File: src/rtl/image_rom_pkg.sv
// Shared definitions for the image ROM arbiter.
//   - Default ROM geometry: address width, pixel width, number of valid words.
//   - FSM state encoding and transaction owner encoding.
// No ports; imported by image_rom_arb_pick and image_rom_arbiter.
package image_rom_pkg;

   localparam int unsigned DefaultAddrW = 17;     // ROM word-address width
   localparam int unsigned DefaultDataW = 24;     // RGB888 pixel
   localparam int unsigned DefaultDepth = 90000;  // 300x300 image

   typedef enum logic [1:0] {
      StIdle    = 2'd0,
      StIssue   = 2'd1,
      StCapture = 2'd2
   } arb_state_e;

   typedef enum logic {
      OwnerA = 1'b0,
      OwnerB = 1'b1
   } owner_e;

endpackage

File: src/rtl/image_rom_arb_pick.sv
// Winner selection for the two-requester image ROM arbiter.
// Purely combinational.
//   req_a_i, req_b_i : pending requests
//   prio_b_i         : 1 gives B precedence when both request, 0 gives A precedence
//   pick_o           : one-hot winner, bit 0 = A, bit 1 = B; all-zero when nobody requests
module image_rom_arb_pick
   import image_rom_pkg::*;
(
   input  logic       req_a_i,
   input  logic       req_b_i,
   input  logic       prio_b_i,
   output logic [1:0] pick_o
);

   always_comb begin
      pick_o = 2'b00;
      if (req_a_i && req_b_i) begin
         pick_o = prio_b_i ? 2'b10 : 2'b01;
      end else if (req_a_i) begin
         pick_o = 2'b01;
      end else if (req_b_i) begin
         pick_o = 2'b10;
      end
   end

endmodule

File: src/rtl/image_rom_arbiter.sv
// Two-requester arbiter in front of a single-port image ROM with a registered read port.
// One transaction every three cycles: IDLE (arbitrate) -> ISSUE (ROM read) -> CAPTURE.
// The grant, ROM read and response all come from registers; the grant and the ROM read
// are visible during ISSUE, the response strobe in the cycle after CAPTURE.
// Addresses at or above DEPTH never reach the ROM and complete with data 0 and the error flag.
//
// Build option: define IMAGE_ROM_ARB_ROUND_ROBIN_EN for round-robin arbitration;
// otherwise A has fixed priority over B and there is no pointer register.
//
// Ports:
//   clock, reset_n             : clock, asynchronous active-low reset
//   req_a/b, addr_a/b          : requests, held until granted; address stable while req high
//   gnt_a/b                    : one-cycle grant pulse
//   rsp_valid_a/b              : one-cycle response strobe
//   rsp_data_a/b               : response pixel, held until the next response to that side
//   rsp_err_a/b                : out-of-range flag, meaningful with rsp_valid
//   rom_read_enable            : ROM read enable
//   rom_address                : ROM word address
//   rom_read_data              : ROM data, valid one edge after the read enable is sampled
module image_rom_arbiter
   import image_rom_pkg::*;
#(
   parameter int unsigned ADDR_W = DefaultAddrW,
   parameter int unsigned DATA_W = DefaultDataW,
   parameter int unsigned DEPTH  = DefaultDepth
) (
   input  logic              clock,
   input  logic              reset_n,
   input  logic              req_a,
   input  logic              req_b,
   input  logic [ADDR_W-1:0] addr_a,
   input  logic [ADDR_W-1:0] addr_b,
   output logic              gnt_a,
   output logic              gnt_b,
   output logic              rsp_valid_a,
   output logic              rsp_valid_b,
   output logic [DATA_W-1:0] rsp_data_a,
   output logic [DATA_W-1:0] rsp_data_b,
   output logic              rsp_err_a,
   output logic              rsp_err_b,
   output logic              rom_read_enable,
   output logic [ADDR_W-1:0] rom_address,
   input  logic [DATA_W-1:0] rom_read_data
);

   // One extra bit so the compare is exact at full address width, even when DEPTH is 2**ADDR_W.
   localparam logic [ADDR_W:0] DepthW = (ADDR_W + 1)'(DEPTH);

   arb_state_e        state_q;
   owner_e            owner_q;
   logic              err_q;
   logic              prio_b;
   logic [1:0]        pick;
   logic [ADDR_W-1:0] sel_addr;
   logic              in_range;

`ifdef IMAGE_ROM_ARB_ROUND_ROBIN_EN
   // 1: B has precedence on the next simultaneous request (A was granted last).
   logic ptr_q;

   always_ff @(posedge clock or negedge reset_n) begin
      if (!reset_n) begin
         ptr_q <= 1'b0;
      end else if (state_q == StIdle && pick != 2'b00) begin
         ptr_q <= pick[0];
      end
   end

   assign prio_b = ptr_q;
`else
   assign prio_b = 1'b0;
`endif

   image_rom_arb_pick u_pick (
      .req_a_i  (req_a),
      .req_b_i  (req_b),
      .prio_b_i (prio_b),
      .pick_o   (pick)
   );

   assign sel_addr = pick[1] ? addr_b : addr_a;
   assign in_range = ({1'b0, sel_addr} < DepthW);

   always_ff @(posedge clock or negedge reset_n) begin
      if (!reset_n) begin
         state_q         <= StIdle;
         owner_q         <= OwnerA;
         err_q           <= 1'b0;
         gnt_a           <= 1'b0;
         gnt_b           <= 1'b0;
         rsp_valid_a     <= 1'b0;
         rsp_valid_b     <= 1'b0;
         rsp_data_a      <= '0;
         rsp_data_b      <= '0;
         rsp_err_a       <= 1'b0;
         rsp_err_b       <= 1'b0;
         rom_read_enable <= 1'b0;
         rom_address     <= '0;
      end else begin
         // Pulses and the ROM command default low; data and error flags hold.
         gnt_a           <= 1'b0;
         gnt_b           <= 1'b0;
         rsp_valid_a     <= 1'b0;
         rsp_valid_b     <= 1'b0;
         rom_read_enable <= 1'b0;
         rom_address     <= '0;
         unique case (state_q)
            StIdle: begin
               if (pick != 2'b00) begin
                  gnt_a           <= pick[0];
                  gnt_b           <= pick[1];
                  owner_q         <= pick[1] ? OwnerB : OwnerA;
                  err_q           <= !in_range;
                  rom_read_enable <= in_range;
                  rom_address     <= in_range ? sel_addr : '0;
                  state_q         <= StIssue;
               end
            end
            StIssue: begin
               // ROM samples the read at the end of this cycle; data is valid during CAPTURE.
               state_q <= StCapture;
            end
            StCapture: begin
               if (owner_q == OwnerB) begin
                  rsp_valid_b <= 1'b1;
                  rsp_data_b  <= err_q ? '0 : rom_read_data;
                  rsp_err_b   <= err_q;
               end else begin
                  rsp_valid_a <= 1'b1;
                  rsp_data_a  <= err_q ? '0 : rom_read_data;
                  rsp_err_a   <= err_q;
               end
               state_q <= StIdle;
            end
            default: begin
               state_q <= StIdle;
            end
         endcase
      end
   end

endmodule
File: config.mk
export PLATFORM = sky130hd
export DESIGN_NAME = image_rom_arbiter
export DESIGN_NICKNAME = d
export VERILOG_FILES = /design/src/rtl/image_rom_pkg.sv /design/src/rtl/image_rom_arb_pick.sv /design/src/rtl/image_rom_arbiter.sv
export SDC_FILE = /design/constraint.sdc
export NUM_CORES = 1
export LEC_CHECK = 0
export BUFFER_PORTS_ARGS = -buffer_cell sky130_fd_sc_hd__clkbuf_2
export CAP_MARGIN = 40
export CORE_MARGIN = 2
export CORE_UTILIZATION = 40
export DETAILED_ROUTE_END_ITERATION = 12
export GPL_TIMING_DRIVEN = 1
export PLACE_DENSITY = 0.69
export SETUP_SLACK_MARGIN = 0.15
export SYNTH_ARGS = -nofsm -noshare
export SYNTH_HDL_FRONTEND = slang
export SYNTH_SLANG_ARGS = --single-unit
File: constraint.sdc
create_clock -name clock -period 3.45 [get_ports clock]
set_input_delay 0.5175 -clock clock [delete_from_list [all_inputs] [get_ports clock]]
set_output_delay 0.5175 -clock clock [all_outputs]
set_load 0.03 [all_outputs]
Yosys cells after proc, flatten, opt, wreduce, memory -nomap -nowiden
Index checks and enable logic that the tools add are counted.
{"block": "totals", "word_cells": 46, "out_inout_bits": 72, "reg_bits": 76, "input_bits": 62}
{"block": "op_classes", "n_reduce_logical": 7, "bitwise": 1, "magnitude_cmp": 1, "eq_ne": 3, "n_mux": 21}
{"op": "2-to-1 mux 17 bit", "n": 4}
{"op": "2-to-1 mux 24 bit", "n": 1}
{"op": "< comparator 17 bit (second input constant)", "n": 1}
{"op": "2-to-1 mux 1 bit", "n": 11}
{"op": "2-to-1 mux 2 bit", "n": 4}
{"op": "AND reduction 2 bit", "n": 3}
{"op": "one-hot mux 2 bit (2 select lines)", "n": 1}
{"op": "equality test 2 x 1 -> 1 bit (second input constant)", "n": 1}
{"op": "equality test 2 bit (second input constant)", "n": 1}
{"op": "logical NOT 2 bit", "n": 1}
{"op": "inequality test 2 bit (second input constant)", "n": 1}
{"op": "nonzero test 2 bit", "n": 1}
{"op": "logical AND 1 bit", "n": 1}
{"op": "logical NOT 1 bit", "n": 1}
{"op": "inverter 1 bit", "n": 1}

Depth between registers and ports, before layout
Gate-level depths: netlist of the first run.
{"block": "logic_depth", "word_depth": 8, "ltp_mapped": 7, "ltp_nobuf": 4}

By module
A second synthesis of the first run with hierarchy kept.
{"block": "hier_totals", "hier_cells": 287, "area_unflattened_um2": 3114.2}
{"mod": "image_rom_arbiter", "instances": 1, "area_each_um2": 3095.5, "cells_per_inst": 284}
{"mod": "image_rom_arb_pick", "instances": 1, "area_each_um2": 18.8, "cells_per_inst": 3}

Least setup slack after synthesis of the first run
Ideal clock, no wire load.
{"block": "synth_timing", "kind": "input to register", "startpoint": "input port req_a", "endpoint": "register rom_address[7]", "required_time_ns": 3.354, "t_arrival_ns": 1.553, "path_slack_ns": 1.801, "cell_stages": 7, "cell_sequence": "nand2b_1 > buf_4 > o311ai_2 > o2bb2a_4 > buf_6 > buf_6 > nor4_2"}
{"block": "synth_between", "elab_chain_len": 7, "word_cells_on_any_way": 9, "cone_classes": "order compare: 1; mux: 6; reduce/logical: 2"}
{"item": "start, declared", "line_no": "image_rom_arbiter.sv:29", "text": "input logic req_a,"}
{"item": "2-to-1 mux 2 bit / logical AND 1 bit (equally long branches)", "line_no": "image_rom_arb_pick.sv:19, image_rom_arb_pick.sv:17"}
{"item": "2-to-1 mux 2 bit *", "line_no": "image_rom_arb_pick.sv:17", "text": "if (req_a_i && req_b_i) begin"}
{"item": "2-to-1 mux 17 bit", "line_no": "image_rom_arbiter.sv:81", "text": "assign sel_addr = pick[1] ? addr_b : addr_a;"}
{"item": "< comparator 17 bit", "line_no": "image_rom_arbiter.sv:82", "text": "assign in_range = ({1'b0, sel_addr} < DepthW);"}
{"item": "2-to-1 mux 17 bit", "line_no": "image_rom_arbiter.sv:115", "text": "rom_address <= in_range ? sel_addr : '0;"}
{"item": "2-to-1 mux 17 bit *", "line_no": "image_rom_arbiter.sv:109", "text": "if (pick != 2'b00) begin"}
{"item": "2-to-1 mux 17 bit *", "line_no": "image_rom_arbiter.sv:107", "text": "unique case (state_q)"}
{"item": "end signal, assigned", "line_no": "image_rom_arbiter.sv:115"}
{"item": "end, declared", "line_no": "image_rom_arbiter.sv:42", "text": "output logic [ADDR_W-1:0] rom_address,"}
Every way passes the cells marked *; elsewhere a longest branch is shown, timed or not.
A chain may end at the register's enable or synchronous reset.

Final worst setup path of the first run
{"block": "layout_timing", "startpoint": "input port req_a", "endpoint": "register err_q"}
{"block": "layout_between", "elab_chain_len": 5, "word_cells_on_any_way": 8, "cone_classes": "order compare: 1; mux: 3; reduce/logical: 4"}
{"item": "2-to-1 mux 2 bit / logical AND 1 bit (equally long branches)", "line_no": "image_rom_arb_pick.sv:19, image_rom_arb_pick.sv:17"}
{"item": "2-to-1 mux 2 bit *", "line_no": "image_rom_arb_pick.sv:17"}
{"item": "2-to-1 mux 17 bit", "line_no": "image_rom_arbiter.sv:81"}
{"item": "< comparator 17 bit", "line_no": "image_rom_arbiter.sv:82"}
{"item": "logical NOT 1 bit", "line_no": "image_rom_arbiter.sv:113", "text": "err_q <= !in_range;"}
{"item": "end signal, assigned", "line_no": "image_rom_arbiter.sv:113"}
{"item": "end, declared", "line_no": "image_rom_arbiter.sv:51", "text": "logic err_q;"}
Marks and branches as above.

==> flow_summary.yaml, run 1 <==
sta:
  rsz0062_at_grt: "no"
  min_period_over_period_pct: 56.87
  hold_ws_ns: 0.1135
  finalSetupTns_ns: 0
  fmax_mhz: 509.7
  worstMarginPinSlew_ns: 0.8027
  setup_viol: 0
  final.min_clock_period_ns: 1.962
  skew_ns: 0.01344
  maxSlewViolCount: 0
  relSlewSlack_pct: 46.49
  hold_viol: 0
critical_path:
  worstSetupEndpointType: "register"
  crit_fanout: 20
  critPathKind: "in -> reg"
  r2r-start: "state_q[1]$_DFFE_PN0P_"
  cp.arrival_ns: 2.24
  ff2ff_setup_slack_ns: 1.87
  required_ns: 3.73
  reg2reg_to: "rom_address[1]$_DFF_PN0_"
  r2r_cells: 4
  startpoint_type: "primary input"
power_and_ir_drop:
  internal_power_w: 0.002011
  netSwitchingFraction_pct: 46.82
  pwr-share-seq_pct: 39.1
  clockPowerShare_pct: 16.5
  finalPower_w: 0.003782
  ir_drop_v: 0.0002988
  pwr-share-comb_pct: 44.4
  power.switching_w: 0.001771
  p_leak_nw: 2.079
  p_per_area_mw_per_mm2: 941.3
yosys:
  syn_area_mm2: 0.003097
  yosys_warnings: 0
  synth-main-ff-cell: "dfrtp_1"
  synth_top_area_cell: "dfrtp_1"
  synthCells: 300
  ys_seq_area_share_pct: 61.41
  postSynth.asyncResetShare_pct: 100.0
  synth_edf_count: 0
  synth_cell_types: 29
  yosys-top-cells-area: "dfrtp_1 (61%), o21ai_0 (7.8%), nand2_1 (7.4%)"
  avgSynthCellArea_um2: 10.32
  syn-num-nets: 362
  yosysTopAreaCellShare_pct: 61.41
  ys_seq_elements: 76
detailed_routing:
  drtPass1Iterations: 4
  routedWlPerCell_um: 13.52
  drt_iter0_drc: 113
  routed_wl_mm: 7.232
  dr_total_vias: 2576
  drcViolationCount: 0
  vias_per_cell: 4.815
  antenna_left: 0
finish:
  fillers: 749
  multi_input_area_mm2: 0.001085
  final_area_mm2: 0.004018
  syn_to_final_growth_pct: 29.74
  post-route-util_pct: 52.81
  drive_above_1_share_pct: 37.88
  layout.area.seq_mm2: 0.001902
  final_nets: 490
  antenna_cells: 0
min_path:
  min_path_type: "in -> async"
floorplanning:
  num_rows: 32
  die-area_mm2: 0.008461
  core_mm2: 0.007607
  initial_utilization_pct: 40.71
  die_w_um: 91.99
  die_h_um: 91.99
  pin_count: 134
clock_tree:
  cts_buffers: 9
  clk_pin_slew_ns: 0.10
  clkLatencyLatePin_ns: 0.35
  clock_path_buffers: 2
  root_buffer: "clkbuf_8"
  h-tree-depth: 3
  ctsHoldBuffers: 0
  cts_setup_buffers: 0
  cts-resized-gates: 0
  cts_tree: "yes"
  clock_sinks: 76
placed_design:
  place_hpwl_mm: 5.203
  dpl-instance-area_mm2: 0.003836
  portBuffers: 133
  routabilityCongestion: 0.8039
global_route:
  antenna_found_initial: 0
  grt_pass1_wl_mm: 11.83
  gr-total-overflow: 0
  grt_max_degree: 51
  grt_pass1_vias: 2438
  track_usage_pct: 17.64
outcome:
  status: "completed"
run:
  maxCapViolations: 0
-- power groups by stage --
stage / logic (W) / clock network (W) / registers [W]
floorplan: 0.000519 / 0 / 0.00212
finish: 0.00168 / 0.000623 / 0.00148
CTS: 0.00170 / 0.000641 / 0.00149
detailed placement: 0.00170 / 0 / 0.00150
global route: 0.00183 / 0.000685 / 0.00153
global placement: 0.00167 / 0 / 0.00149
-- worst max-delay path by stage --
stage           from                       end  slack [ns]  cells after the start
4_1_cts        req_a         err_q$_DFFE_PN0P_        1.50                      5
3_3_place_gp   req_a         err_q$_DFFE_PN0P_        1.20                      5
3_5_place_dp   req_a  rom_address[1]$_DFF_PN0_        1.10                      5
5_1_grt        req_a  rom_address[6]$_DFF_PN0_        1.32                      5
2_1_floorplan  req_a  rom_address[7]$_DFF_PN0_        1.80                      7
6_report       req_a         err_q$_DFFE_PN0P_        1.49                      5
-- Yosys cell counts, drive strengths merged, types with 3 or more instances --
| library cell | number |
|---|---|
| dfrtp | 76 |
| nand2 | 61 |
| o21ai | 48 |
| nor2 | 30 |
| nand2b | 25 |
| clkbuf | 15 |
| nor4 | 14 |
| buf | 5 |
| a21oi | 4 |
| inv | 3 |
-- metrics by stage --
| step | std cells | setup WS (ns) |
|---|---|---|
| finish | 535 | 1.488 |
| global route | 535 | 1.322 |
| CTS | 535 | 1.495 |
| detailed placement | 519 | 1.104 |
| global placement | 518 | 1.204 |
| floorplan | 300 | 1.801 |
-- cells in the final DEF (no fill, tap or decap) --
| cell | count |
|---|---|
| a211oi_1 | 1 |
| a21o_1 | 1 |
| a21oi_1 | 4 |
| and4_1 | 2 |
| buf_12 | 1 |
| buf_4 | 4 |
| clkbuf_2 | 132 |
| clkbuf_8 | 9 |
| clkinv_4 | 1 |
| clkinvlp_4 | 3 |
| dfrtp_1 | 76 |
| inv_1 | 3 |
| inv_6 | 3 |
| nand2_1 | 61 |
| nand2b_1 | 25 |
| nand3b_1 | 1 |
| nand4b_1 | 2 |
| nor2_1 | 30 |
| nor2b_1 | 2 |
| nor3_1 | 1 |
| nor4_1 | 7 |
| nor4_2 | 7 |
| nor4b_1 | 1 |
| nor4b_2 | 1 |
| o21a_1 | 1 |
| o21ai_0 | 48 |
| o221ai_4 | 1 |
| o22a_1 | 1 |
| o2bb2a_4 | 1 |
| o311ai_1 | 1 |
| o311ai_2 | 1 |
| or3b_1 | 1 |
-- routing by layer --
layer | share of wire (%) | routed length (um) | track usage [%] | up-vias
li1 | - | - | - | 1261
met1 | 46 | 3321 | 24.93 | 1177
met2 | 44 | 3213 | 26.47 | 126
met3 | 8.2 | 596 | 5.341 | 12
met4 | 1.4 | 100 | 4.975 | 0
met5 | 0 | 0 | 0 | -
-- sequential cells by signal (all words and copies together), names as in the netlist --
signal / flops
rsp_data_b: 24
err_q: 1
gnt_a: 1
rsp_err_b: 1
rsp_valid_b: 1
gnt_b: 1
rsp_valid_a: 1
rom_read_enable: 1
rom_address: 17
owner_q: 1
rsp_err_a: 1
rsp_data_a: 24
state_q: 2
-- cell type report --
| cell class | count | area share (%) |
|---|---|---|
| clock buffer | 9 | 3.083 |
| clock inverter | 7 | 1.433 |
| inverter | 3 | 0.2803 |
| multi-input combinational | 201 | 27.00 |
| sequential | 76 | 47.34 |
| tap | 102 | 3.177 |
| timing repair buffer | 137 | 17.69 |
-- kinds of logic after synthesis --
logic type	after synthesis	share of synthesized area, %
AOI/OAI and AO/OA	60	11.72
buffers and inverters	23	3.555
and+or+nand+nor	141	23.31
DFF	76	61.41
-- worst max-delay path, cell delays in order --
cell      delay, ns
clkbuf_2       0.11
nand2b_1       0.58
nand2_1        0.22
o221ai_4       0.57
o22a_1         0.24
Note: power is estimated with default switching activity, not from simulation.
==> run 2, diff against run 1 <==
==> constraint.sdc (replaced) <==
create_clock -name clock -period 1.9 [get_ports clock]
set_input_delay 0.285 -clock clock [delete_from_list [all_inputs] [get_ports clock]]
set_output_delay 0.285 -clock clock [all_outputs]
set_load 0.03 [all_outputs]
==> flow_summary.yaml, run 2 (synthesized netlist as in run 1, its figures left out) <==
detailed_routing:
  vias_per_cell: 4.781
  drcViolationCount: 0
  dr_total_vias: 2582
  antenna_left: 0
  routed_wl_mm: 7.490
  routedWlPerCell_um: 13.87
  drtPass1Iterations: 4
  drt_iter0_drc: 135
global_route:
  antenna_found_initial: 0
  grt_pass1_vias: 2521
  grt_max_degree: 51
  track_usage_pct: 18.32
  gr-total-overflow: 0
  grt_pass1_wl_mm: 12.35
finish:
  reg.largest.list: "rsp_data_a x24, rsp_data_b x24, rom_address x17"
  most-common-layout-cells: "clkbuf_2 (132), dfrtp_1 (76), nand2_1 (61)"
  post-route-util_pct: 53.78
  fillers: 715
  antenna_cells: 0
  final_area_mm2: 0.004091
  final_nets: 495
  layout_commonest_cell: "clkbuf_2"
  drive_above_1_share_pct: 38.36
  syn_to_final_growth_pct: 32.12
floorplanning:
  die-area_mm2: 0.008461
  initial_utilization_pct: 40.71
  core_mm2: 0.007607
  pin_count: 134
  die_w_um: 91.99
  die_h_um: 91.99
  num_rows: 32
power_and_ir_drop:
  p_per_area_mw_per_mm2: 1735
  ir_drop_v: 0.0005486
  p_leak_nw: 2.128
  netSwitchingFraction_pct: 44.89
  power.switching_w: 0.003187
  clockPowerShare_pct: 18.7
  pwr-share-seq_pct: 37.9
  internal_power_w: 0.003913
  pwr-share-comb_pct: 43.5
min_path:
  min_path_type: "in -> reg"
  holdCritStartpoint: "rom_read_data[2]"
  whs_path_depth: 3
  hold_path_end: "rsp_data_a[2]$_DFFE_PN0P_"
sta:
  setup_viol: 0
  worstMarginPinSlew_ns: 0.8276
  min_period_over_period_pct: 83.67
  skew_ns: 0.004488
  fmax_mhz: 629.0
  maxSlewViolCount: 0
  hold_viol: 0
  relSlewSlack_pct: 44.83
  finalSetupTns_ns: 0
  final.min_clock_period_ns: 1.590
  hold_ws_ns: 0.1970
  rsz0062_at_grt: "no"
critical_path:
  crit_fanout: 18
  r2r_cells: 5
  cp.arrival_ns: 1.81
  required_ns: 2.12
  critPathKind: "reg -> reg"
  reg2reg_to: "rom_address[5]$_DFF_PN0_"
  ff2ff_setup_slack_ns: 0.31
  worstSetupEndpointType: "register"
  r2r-start: "state_q[1]$_DFFE_PN0P_"
  startpoint_type: "register"
placed_design:
  dpl-instance-area_mm2: 0.003866
  routabilityCongestion: 0.7871
  place_hpwl_mm: 5.382
  portBuffers: 133
clock_tree:
  clock_path_buffers: 2
  cts_buffers: 9
  root_buffer: "clkbuf_8"
  clk_pin_slew_ns: 0.08
  clkLatencyLatePin_ns: 0.33
  h-tree-depth: 3
  clock_sinks: 76
  cts_tree: "yes"
run:
  maxCapViolations: 0
outcome:
  status: "completed"
-- run 2: cell types whose count changed in the layout (fill, tap and decap cells not counted) --
cell,change
buf_4,+4
clkinv_2,+3
inv_6,-3
bufinv_16,+2
clkinvlp_4,-2
dlygate4sd3_1,+1
-- run 2: worst max-delay path by stage --
stage | endpoint | depth (start not counted) | slack, ns | start
4_1_cts | rom_address[5]$_DFF_PN0_ | 5 | 0.29 | state_q[1]$_DFFE_PN0P_
2_1_floorplan | rom_address[10]$_DFF_PN0_ | 5 | 0.48 | state_q[1]$_DFFE_PN0P_
6_report | rom_address[5]$_DFF_PN0_ | 5 | 0.31 | state_q[1]$_DFFE_PN0P_
3_3_place_gp | err_q$_DFFE_PN0P_ | 5 | 0.25 | req_a
5_1_grt | rom_address[2]$_DFF_PN0_ | 5 | 0.21 | state_q[1]$_DFFE_PN0P_
3_5_place_dp | rom_address[5]$_DFF_PN0_ | 5 | 0.17 | req_a
-- run 2: power by group through the flow --
stage	sequential, W	clock (W)	combinational [W]
6_report	0.00269	0.00133	0.00309
5_1_grt	0.00279	0.00143	0.00335
4_1_cts	0.00270	0.00137	0.00311
3_5_place_dp	0.00273	0	0.00311
3_3_place_gp	0.00270	0	0.00306
2_1_floorplan	0.00385	0	0.000942
-- run 2: metal layers --
metal | wire length [um] | share of wire [%] | track usage (%)
met5 | 0 | 0 | 0
met4 | 55 | 0.73 | 5.721
met3 | 511 | 6.8 | 3.698
met2 | 3559 | 48 | 30.27
met1 | 3364 | 45 | 24.42
-- run 2: critical path, stage by stage (launching register included) --
cell and delay [ns]:
dfrtp_1 0.42, nor2_1 0.16, o21a_1 0.22, o221ai_4 0.12, buf_4 0.23, nor4_1 0.34
-- run 2: through the flow --
stage | worst slack (ns) | power, W | cells
finish | 0.3103 | 0.007100 | 540
global route | 0.2055 | 0.007576 | 540
CTS | 0.2883 | 0.007178 | 540
detailed placement | 0.1721 | 0.005841 | 523
global placement | 0.2530 | 0.005756 | 523
floorplan | 0.4779 | 0.004794 | 300
-- run 2: final cells by class --
cell class,count,area [um^2],area share [%]
multi-input combinational,201,1085,26.51
clock inverter,7,91.34,2.232
tap,102,127.6,3.119
timing repair buffer,142,750.7,18.35
clock buffer,9,123.9,3.028
inverter,3,11.26,0.2752
sequential,76,1902,46.48
-- run 2: timing repair --
item,in CTS,in global routing
hold endpoints to repair,34,0
hold buffers,1,0
setup buffers,0,0
resized for setup,0,0
==> run 3, diff against run 2 <==
--- a/config.mk
+++ b/config.mk
@@ -11,7 +11,7 @@
 export CORE_UTILIZATION = 40
 export DETAILED_ROUTE_END_ITERATION = 12
 export GPL_TIMING_DRIVEN = 1
-export PLACE_DENSITY = 0.69
+export PLACE_DENSITY = 0.72
 export SETUP_SLACK_MARGIN = 0.15
 export SYNTH_ARGS = -nofsm -noshare
 export SYNTH_HDL_FRONTEND = slang
==> constraint.sdc (replaced) <==
create_clock -name clock -period 1.3 [get_ports clock]
set_input_delay 0.195 -clock clock [delete_from_list [all_inputs] [get_ports clock]]
set_output_delay 0.195 -clock clock [all_outputs]
set_load 0.03 [all_outputs]
==> flow_summary.yaml, run 3 (synthesized netlist as in run 1, its figures left out) <==
outcome:
  status: "finished, violations left"
  failed_checks: "setup timing"
critical_path:
  worstSetupEndpointType: "register"
  cp_cell_sequence: "buf_4 -> or3b_4 -> clkbuf_16 -> nand2_1 -> o21ai_1"
  path_buf_inv: 2
  worstSetupStartpoint: "state_q[1]$_DFFE_PN0P_"
  ff2ff_setup_slack_ns: -0.13
  slowest_delay_ns: 0.47
  cpLargestDelayFamily: "simple AND/OR/NAND/NOR gates"
  critPathKind: "reg -> reg"
  required_ns: 1.53
  endpoint: "rsp_data_a[9]$_DFFE_PN0P_"
  critPathSlowestCell: "or3b_4"
  crit_cells: 5
  crit_fanout: 7
  r2r_cells: 5
  cp.arrival_ns: 1.66
  r2r-start: "state_q[1]$_DFFE_PN0P_"
  startpoint_type: "register"
  reg2reg_to: "rsp_data_a[9]$_DFFE_PN0P_"
power_and_ir_drop:
  pwr-share-seq_pct: 29.0
  ir_drop_v: 0.0007713
  netSwitchingFraction_pct: 42.96
  internal_power_w: 0.007778
  p_per_area_mw_per_mm2: 2566
  finalPower_w: 0.01364
  power.switching_w: 0.005858
  p_leak_nw: 2.656
  pwr-share-comb_pct: 57.2
  clockPowerShare_pct: 13.8
placed_design:
  portBuffers: 133
  place_hpwl_mm: 5.554
  routabilityCongestion: 0.8219
  pre_cts_ws_ns: -0.1504
floorplanning:
  num_rows: 32
  core_mm2: 0.007607
  pin_count: 134
  die_w_um: 91.99
  initial_utilization_pct: 40.71
  die-area_mm2: 0.008461
  die_h_um: 91.99
sta:
  final.min_clock_period_ns: 1.426
  hold_ws_ns: 0.09831
  skew_ns: 0.006152
  rsz0062_at_grt: "yes"
  setup_ws_ns: -0.1256
  hold_viol: 0
  min_period_over_period_pct: 109.7
  maxSlewViolCount: 0
  fmax_mhz: 701.5
  setup_viol: 47
  worstMarginPinSlew_ns: 0.3544
  relSlewSlack_pct: 76.37
finish:
  fillers: 565
  syn_to_final_growth_pct: 71.64
  most-common-layout-cells: "clkbuf_2 (86), dfrtp_1 (76), buf_4 (60)"
  reg.largest.list: "rsp_data_a x24, rsp_data_b x24, rom_address x17"
  drive_above_1_share_pct: 58.10
  multi_input_area_mm2: 0.001455
  antenna_cells: 0
  layout_commonest_cell: "clkbuf_2"
  final_nets: 552
  layout.area.seq_mm2: 0.001902
  post-route-util_pct: 69.87
global_route:
  antenna_found_initial: 0
  grt_pass1_wl_mm: 13.50
  gr-total-overflow: 0
  track_usage_pct: 20.73
  grt_pass1_vias: 2755
  grt_max_degree: 51
detailed_routing:
  drt_iter0_drc: 134
  antenna_left: 0
  drcViolationCount: 0
  drtPass1Iterations: 6
  routedWlPerCell_um: 17.57
  vias_per_cell: 5.020
  dr_total_vias: 2992
  routed_wl_mm: 10.47
min_path:
  min_path_type: "in -> reg"
  holdCritStartpoint: "addr_a[13]"
clock_tree:
  h-tree-depth: 3
  clk_pin_slew_ns: 0.08
  cts_buffers: 9
  clkLatencyLatePin_ns: 0.34
  clock_path_buffers: 2
  cts_tree: "yes"
  root_buffer: "clkbuf_8"
  clock_sinks: 76
run:
  maxCapViolations: 0
## run 3: metrics by stage
| step | cells | setup TNS [ns] | cell area, um^2 |
|---|---|---|---|
| 6_report | 596 | -3.060 | 5315 |
| 5_1_grt | 596 | -6.120 | 5315 |
| 4_1_cts | 562 | -0.9867 | 4621 |
| 3_5_place_dp | 537 | -1.541 | 4054 |
| 3_3_place_gp | 537 | -0.9956 | 4054 |
| 2_1_floorplan | 300 | -0.01562 | 3207 |
## run 3: power by group through the flow
stage               clock network, W  registers, W  logic, W
CTS                          0.00190       0.00390   0.00567
global route                 0.00203       0.00404   0.00822
global placement                   0       0.00382   0.00486
detailed placement                 0       0.00387   0.00495
floorplan                          0       0.00563   0.00154
finish                       0.00188       0.00396   0.00780
## run 3: area by class of cell
class,count,area share [%]
clock buffer,12,3.107
clock inverter,3,0.8475
inverter,3,0.3060
multi-input combinational,201,27.38
sequential,76,35.78
tap,102,2.401
timing repair buffer,199,30.18
## run 3: how the worst min path moves through the flow
stage	to	cells past startpoint
5_1_grt	rsp_data_b[0]$_DFFE_PN0P_	3
6_report	rom_address[13]$_DFF_PN0_	3
3_5_place_dp	rsp_data_a[21]$_DFFE_PN0P_	1
2_1_floorplan	err_q$_DFFE_PN0P_	0
3_3_place_gp	rsp_data_a[21]$_DFFE_PN0P_	1
4_1_cts	rsp_data_b[8]$_DFFE_PN0P_	3
## run 3: timing repair
action | CTS | global route
gates resized for setup | 77 | 174
buffers inserted | 5 | 24
cloned | 4 | 10
hold buffers | 1 | 0
endpoints found under the hold margin | 24 | 0
pin swaps | 7 | 28
setup endpoints to repair | 70 | 117
## run 3: tightest hold or removal path: stages
cell and delay (ns):
clkbuf_2 0.09, nand2_1 0.07, a21oi_2 0.05
## run 3: routing by layer
metal | up-vias | wire [um] | track usage, %
met5 | - | 0 | 0
met4 | 0 | 117 | 5.597
met3 | 11 | 625 | 7.806
met2 | 129 | 5452 | 34.74
met1 | 1467 | 4276 | 25.22
li1 | 1385 | - | -
